[src/rtl/cordic_req_arbiter.sv]
// Round-robin front end sharing one iterative CORDIC core.
// A watchdog aborts hung core transactions and flags them.
module cordic_req_arbiter #(
  parameter int NREQ    = 4,
  parameter int W       = 16,
  parameter int AW      = 32,
  parameter int TIMEOUT = 64
) (
  input  logic                    clk,
  input  logic                    rst_n,
  input  logic [NREQ-1:0]         req,
  input  logic [NREQ*AW-1:0]      req_angle,
  output logic [NREQ-1:0]         ack,
  output logic                    res_valid,
  output logic [$clog2(NREQ)-1:0] res_id,
  output logic [W-1:0]            res_x,
  output logic [W-1:0]            res_y,
  output logic                    res_err,
  output logic                    busy,
  output logic                    core_start,
  output logic [AW-1:0]           core_angle,
  input  logic                    core_done,
  input  logic [W-1:0]            core_x,
  input  logic [W-1:0]            core_y
);

  localparam int IDW = $clog2(NREQ);
  localparam int TW  = $clog2(TIMEOUT) + 1;

  typedef enum logic [1:0] {
    S_IDLE  = 2'd0,
    S_ISSUE = 2'd1,
    S_WAIT  = 2'd2,
    S_RET   = 2'd3
  } state_t;

  state_t          state_q;
  logic [IDW-1:0]  ptr_q;
  logic [IDW-1:0]  id_q;
  logic [TW-1:0]   timer_q;
  logic [NREQ-1:0] ack_q;
  logic            res_valid_q;
  logic [IDW-1:0]  res_id_q;
  logic [W-1:0]    res_x_q;
  logic [W-1:0]    res_y_q;
  logic            res_err_q;
  logic            busy_q;
  logic            core_start_q;
  logic [AW-1:0]   core_angle_q;

  logic            gnt_found;
  logic [IDW-1:0]  gnt_id;
  logic [AW-1:0]   gnt_angle;
  logic [NREQ-1:0] id_onehot;
  logic [IDW-1:0]  ptr_d;
  logic            timeout_hit;

  // Round-robin search: first set request at or above the pointer, wrapping.
  always_comb begin
    gnt_found = 1'b0;
    gnt_id    = ptr_q;
    for (int i = 0; i < NREQ; i++) begin
      if (!gnt_found && req[(int'(ptr_q) + i) % NREQ]) begin
        gnt_found = 1'b1;
        gnt_id    = IDW'((int'(ptr_q) + i) % NREQ);
      end
    end
    gnt_angle   = req_angle[int'(gnt_id)*AW +: AW];
    id_onehot   = {{(NREQ-1){1'b0}}, 1'b1} << id_q;
    ptr_d       = IDW'((int'(id_q) + 1) % NREQ);
    timeout_hit = (timer_q == TW'(TIMEOUT - 1));
  end

  // Transaction FSM with all outputs registered.
  always_ff @(posedge clk or negedge rst_n) begin
    if (!rst_n) begin
      state_q      <= S_IDLE;
      ptr_q        <= '0;
      id_q         <= '0;
      timer_q      <= '0;
      ack_q        <= '0;
      res_valid_q  <= 1'b0;
      res_id_q     <= '0;
      res_x_q      <= '0;
      res_y_q      <= '0;
      res_err_q    <= 1'b0;
      busy_q       <= 1'b0;
      core_start_q <= 1'b0;
      core_angle_q <= '0;
    end else begin
      core_start_q <= 1'b0;
      res_valid_q  <= 1'b0;
      ack_q        <= '0;
      unique case (state_q)
        S_IDLE: begin
          if (gnt_found) begin
            id_q         <= gnt_id;
            core_angle_q <= gnt_angle;
            core_start_q <= 1'b1;
            busy_q       <= 1'b1;
            state_q      <= S_ISSUE;
          end
        end
        S_ISSUE: begin
          timer_q <= '0;
          state_q <= S_WAIT;
        end
        S_WAIT: begin
          timer_q <= timer_q + 1'b1;
          if (core_done || timeout_hit) begin
            res_x_q     <= core_done ? core_x : '0;
            res_y_q     <= core_done ? core_y : '0;
            res_err_q   <= ~core_done;
            res_valid_q <= 1'b1;
            ack_q       <= id_onehot;
            res_id_q    <= id_q;
            state_q     <= S_RET;
          end
        end
        S_RET: begin
          ptr_q   <= ptr_d;
          busy_q  <= 1'b0;
          state_q <= S_IDLE;
        end
        default: state_q <= S_IDLE;
      endcase
    end
  end

  assign ack        = ack_q;
  assign res_valid  = res_valid_q;
  assign res_id     = res_id_q;
  assign res_x      = res_x_q;
  assign res_y      = res_y_q;
  assign res_err    = res_err_q;
  assign busy       = busy_q;
  assign core_start = core_start_q;
  assign core_angle = core_angle_q;

endmodule

[config.mk]
export PLATFORM = sky130hd
export DESIGN_NAME = cordic_req_arbiter
export DESIGN_NICKNAME = d
export VERILOG_FILES = /design/src/rtl/cordic_req_arbiter.sv
export SDC_FILE = /design/constraint.sdc
export NUM_CORES = 1
export LEC_CHECK = 0
export ABC_AREA = 1
export CORE_MARGIN = 1.5
export CORE_UTILIZATION = 30
export CTS_CLUSTER_SIZE = 14
export DETAILED_ROUTE_END_ITERATION = 16
export DONT_BUFFER_PORTS = 1
export HOLD_SLACK_MARGIN = 0.02
export SLEW_MARGIN = 20
export SYNTH_ARGS = -nofsm -noshare
export SYNTH_HDL_FRONTEND = slang
export SYNTH_SLANG_ARGS = --single-unit
[constraint.sdc]
create_clock -name clk -period 2.85 [get_ports clk]
set_clock_uncertainty 0.1 [all_clocks]
set_input_delay 0.855 -clock clk [delete_from_list [all_inputs] [get_ports clk]]
set_output_delay 0.855 -clock clk [all_outputs]
set_load 0.01 [all_outputs]
After elaboration in Yosys (flattened, before gate mapping). Index checks and enable logic that the tools add are counted. Widths: inputs -> output; s select.

Word-level logic and storage cells: 83. Output and inout bits: 74. Input bits: 167. Flip-flop bits (word level): 87.

Add/subtract/negate cells: 5. Equal/unequal tests: 6. Multiplexer cells: 32. Bitwise gates (word level): 4. Magnitude comparators: 4. Reduce and logical (&&, ||, !) cells: 17. Shift-type cells: 2.

Operators by type and width (number): $shiftx 128x8->32 (1); $mux 16 (2); $mux 1 (16); $pmux 7 s2 (1); $lt 3x4->1 const B (3); $mux 2 (5); $bmux 1 s2 (4); $mux 4 (2); $pmux 2 s4 (1); $reduce_and 2->1 (4); $add 7x1->7 const B (1); $eq 7x6->1 const B (1); $reduce_or 2->1 (3); $add 2x1->2 const B (2); $add 2x2->2 const B (2); $eq 2x2->1 const B (2); $ne 2x2->1 const B (2); $reduce_bool 2->1 (2); $shl 1x2->4 const A (1); $and 1x1->1 const A (3); $logic_and 1x1->1 (3); $logic_not 1->1 (3); $lt 2x3->1 const B (1); $eq 2x1->1 const B (1); other kinds (4) (4).

Logic depth before layout (Yosys ltp).
Depth after elaboration: 16. Depth in mapped cells: 19. Depth with buffers taken out: 16.

Least setup slack after synthesis. OpenSTA, ideal clock, no wires.

Path kind: input -> register. Start point: input port req[3]. End point: register core_angle_q[15] (netlist: core_angle[15]). Arrival: 2.082 ns. Buffers on the path: 2. Slack: 0.552 ns. Library setup time: 0.117 ns. Stages: 15. Required time: 2.633 ns. Cells stage by stage: inv_1 -> nand2_1 -> nand2_1 -> o21ai_4 -> nand3_2 -> nand2_2 -> nand2_1 -> buf_4 -> buf_6 -> nand2_1 -> nand2_1 -> nand2_1 -> nand2_1 -> nand2_1 -> nand2_1.

Word-level cells in the longest chain between the ends: 13. Elaborated cells between the ends (all ways): 26. Classes of those cells: shift: 1; mux: 18; reduce/logical: 7.

RTL lines: from (decl) (RTL line 11) `input logic [NREQ-1:0] req,`; $bmux 1 s2 (RTL line 63) `if (!gnt_found && req[(int'(ptr_q) + i) % NREQ]) begin`; $mux 1 (not written as such) (RTL line 63); $mux 1 (RTL line 63); $logic_not 1->1 (RTL line 63); $logic_and 1x1->1 (RTL line 63); $mux 1 (RTL line 63); $logic_not 1->1 (RTL line 63); $logic_and 1x1->1 (RTL line 63); $mux 1 (RTL line 63); $logic_not 1->1 (RTL line 63); $logic_and 1x1->1 (RTL line 63); $mux 2 / $mux 1 (equally long branches) (RTL line 63); $shiftx 128x8->32 / $reduce_and 2->1 (equally long branches); to (signal assigned) (RTL line 98) `core_angle_q <= gnt_angle;`; to (decl) (RTL line 49) `logic [AW-1:0] core_angle_q;`.

Parallel ways exist; a longest one is shown, timed or not. The select of a mux whose other input is x is not followed. A chain may end at the register's enable or synchronous reset.

Worst setup path in the final report.
Start point: register ptr_q[0]. End point: register core_angle_q[26] (netlist: core_angle[26]).

Word-level cells in the longest chain between the ends: 13. Elaborated cells between the ends (all ways): 29. Classes of those cells: add/sub: 3; shift: 1; mux: 18; reduce/logical: 7.

RTL lines: from (decl) (RTL line 38) `logic [IDW-1:0] ptr_q;`; from (signal assigned) (RTL line 121) `ptr_q <= ptr_d;`; $add 2x1->2 / $bmux 1 s2 (equally long branches) (RTL line 63, 65); $bmux 1 s2 / $mux 1 (equally long branches) (RTL line 63); $mux 1 (not written as such) (RTL line 63); $mux 1 (not written as such) / $logic_not 1->1 (equally long branches) (RTL line 63); $logic_and 1x1->1 (RTL line 63); $mux 1 (RTL line 63); $logic_not 1->1 (RTL line 63); $logic_and 1x1->1 (RTL line 63); $mux 1 (RTL line 63); $logic_not 1->1 (RTL line 63); $logic_and 1x1->1 (RTL line 63); $mux 2 / $mux 1 (equally long branches) (RTL line 63); $shiftx 128x8->32 / $reduce_and 2->1 (equally long branches).

Parallel ways exist; a longest one is shown, timed or not. The select of a mux whose other input is x is not followed.

==> results.sh <==
export IMPL_status="finished clean"
export IMPL_end_kind="flip-flop"
export IMPL_coreArea_mm2=0.0154
export IMPL_syn_inst=651
export IMPL_path_cells="buf_4 -> nand2_1 -> nand2_2 -> nand2_1 -> nand2_2 -> nor2_4 -> nand2_1 -> nor2_1 -> inv_1 -> nand2_2 -> buf_4 -> nor2_1 -> nand2_1 -> nand3_1"
export IMPL_stdcell_count=852
export IMPL_final_nets=811
export IMPL_grt_pass1_wl_um=20300
export IMPL_fill_cells=1638
export IMPL_first_iter_violations=155
export IMPL_drv_slew=0
export IMPL_vias_per_cell=4.92
export IMPL_critPathRequiredTime_ns=2.98
export IMPL_path_depth=14
export IMPL_wire_per_inst_um=16.1
export IMPL_die_y_um=129
export IMPL_cp_slowest_cell="dfrtp_1"
export IMPL_die_x_um=129
export IMPL_worst_pin_slew_ns=0.678
export IMPL_final_cell_mix="nand2_1, nand3_1, dfrtp_1"
export IMPL_cpLargestDelayFamily="simple AND/OR/NAND/NOR gates"
export IMPL_synth_area_leaders="dfrtp_1, nand2_1, nand3_1, a22o_1, ha_1"
export IMPL_drt_total_wl_um=13700
export IMPL_stdcell_area_mm2=0.00532
export IMPL_final_common_cell="nand2_1"
export IMPL_place_congestion=0.787
export IMPL_io_buffers=0
export IMPL_synth_top_cell_by_area="dfrtp_1"
export IMPL_cap_viol_max_count=0
export IMPL_ys_seq_area_frac=0.455
export IMPL_area_growth_pct=11.1
export IMPL_worst_path_most_repeated_cell="nand2_1"
export IMPL_clk_pin_slew_ns=0.07
export IMPL_period_minus_slack_ns=2.53
export IMPL_ys_warn_count=0
export IMPL_drtAntennaViolNets=0
export IMPL_antennaDiodeCount=0
export IMPL_post_route_period_util=0.888
export IMPL_critPathMaxStageDelay_ns=0.43
export IMPL_power_frac_seq=0.302
export IMPL_grt_antenna_before_repair=0
export IMPL_cts_setup_buffers=0
export IMPL_p_sw_mw=4.07
export IMPL_clock_sinks=87
export IMPL_leakagePower_nw=2.81
export IMPL_final_util=0.346
export IMPL_overflow=0
export IMPL_grt_usage=0.160
export IMPL_worstPathMaxFanout=33
export IMPL_grt_pass1_vias=3835
export IMPL_cts_made_buffers=9
export IMPL_syn_area_per_cell_um2=7.36
export IMPL_finalHoldViolCount=0
export IMPL_max_freq_mhz=395
export IMPL_rows=45
export IMPL_clockPowerShare=0.160
export IMPL_drc=0
export IMPL_r2r_start="ptr_q[0]"
export IMPL_min_path_type="primary input to async pin"
export IMPL_start_util=0.312
export IMPL_path_class="flip-flop to flip-flop"
export IMPL_p_sw_frac=0.503
export IMPL_cts_root_buf="clkbuf_16"
export IMPL_dieArea_mm2=0.0167
export IMPL_finalSetupViolCount=0
export IMPL_dp_hpwl_um=9550
export IMPL_rr_endpoint="core_angle[26]"
export IMPL_dr_pass1_iters=4
export IMPL_synth_area_mm2=0.00479
export IMPL_ys_types=26
export IMPL_place_area_mm2=0.00498
export IMPL_synth_top_area_frac=0.455
export IMPL_relSlewSlack=0.547
export IMPL_dp_cells=836
export IMPL_grt_max_degree=88
export IMPL_io_pins=241
export IMPL_arrival_ns=2.66
export IMPL_worstRegToRegCells=14
export IMPL_cp_start_kind="flip-flop"
export IMPL_vias=4193
export IMPL_h_tree_depth=3
export IMPL_ir_drop_v=0.000535
export IMPL_cts_path_max_buffers=2
export IMPL_rsz0062_at_grt="false"
export IMPL_intPower_mw=4.02
export IMPL_cts_tree="yes"
export IMPL_clk_latency_ns=0.34
export IMPL_ys_ff_latch=87
export IMPL_critPathBufInv=3
export IMPL_setup_tns_ns=0
export IMPL_p_comb_frac=0.538
export IMPL_power_density_mw_per_mm2=1520
export IMPL_drive_above_1_share=0.0671
export IMPL_r2r_setup_slack_ns=0.32
export IMPL_syn_num_nets=826
final cells by class:
type	instances	area [um2]	area share
inverter	28	105	0.0198
timing repair buffer	11	108	0.0202
multi-input combinational	499	2340	0.439
clock buffer	9	225	0.0424
tap	211	264	0.0496
clock inverter	7	103	0.0193
sequential	87	2180	0.409
power groups by stage:
stage                     combinational, mW  clock [mW]  sequential (mW)
after floorplan                        3.44           0             2.31
after global placement                 4.35           0             2.47
after detailed placement               4.39           0             2.46
after CTS                              4.40        1.35             2.45
after global routing                   4.99        1.40             2.52
final                                  4.35        1.30             2.44
flip-flops by register name, indices dropped and copies added (netlist names):
register	flops
core_start	1
res_x	16
ptr_q	2
id_q	2
core_angle	32
res_id	2
ack	4
res_y	16
res_err	1
res_valid	1
timer_q	7
state_q	2
busy	1
stage by stage:
stage / hold slack (ns) / worst slack, ns / power, mW
after global routing: 0.0857 / 0.118 / 8.90
after global placement: 0.355 / 0.0448 / 6.82
after detailed placement: 0.359 / 0.0229 / 6.85
after CTS: 0.0862 / 0.126 / 8.21
final: 0.110 / 0.320 / 8.09
after floorplan: 0.333 / 0.552 / 5.76
cell usage after synthesis (all sizes together):
| cell type | number |
|---|---|
| ha | 8 |
| nand3 | 101 |
| inv | 28 |
| a21oi | 6 |
| buf | 23 |
| o21ai | 13 |
| nand2 | 312 |
| o21bai | 2 |
| o211ai | 1 |
| dfrtp | 87 |
| nor2 | 22 |
| nand4 | 1 |
| a22o | 32 |
| clkbuf | 14 |
| nor3b | 1 |
logic make-up (layout without fill, tap and decap cells):
kind of cell / Yosys count / after routing / share of synthesized area
buffers and inverters: 65 / 55 / 0.0591
adders and majority gates: 8 / 8 / 0.0209
AOI/OAI and AO/OA: 54 / 54 / 0.0886
and+or+nand+nor: 437 / 437 / 0.377
DFF: 87 / 87 / 0.455
routing by layer:
| layer | global-route usage | part of all wire | wire [um] |
|---|---|---|---|
| met3 | 0.0450 | 0.089 | 1220 |
| met5 | 0 | 0 | 0 |
| met2 | 0.281 | 0.48 | 6600 |
| met4 | 0.0601 | 0.018 | 247 |
| met1 | 0.185 | 0.41 | 5650 |
worst max-delay path by stage:
stage                   from             end  slack (ns)
detailed placement    req[0]   core_angle[2]        0.02
global placement      req[3]         id_q[1]        0.04
CTS                 ptr_q[1]   core_angle[8]        0.13
global route        ptr_q[1]  core_angle[26]        0.12
floorplan             req[3]  core_angle[15]        0.55
finish              ptr_q[0]  core_angle[26]        0.32
what timing repair did:
| action | CTS | global route |
|---|---|---|
| hold buffers | 0 | 0 |
| gates resized for setup | 0 | 1 |
| endpoints found under the setup margin | 0 | 23 |
No activity file was read; power rests on OpenSTA's default activity.
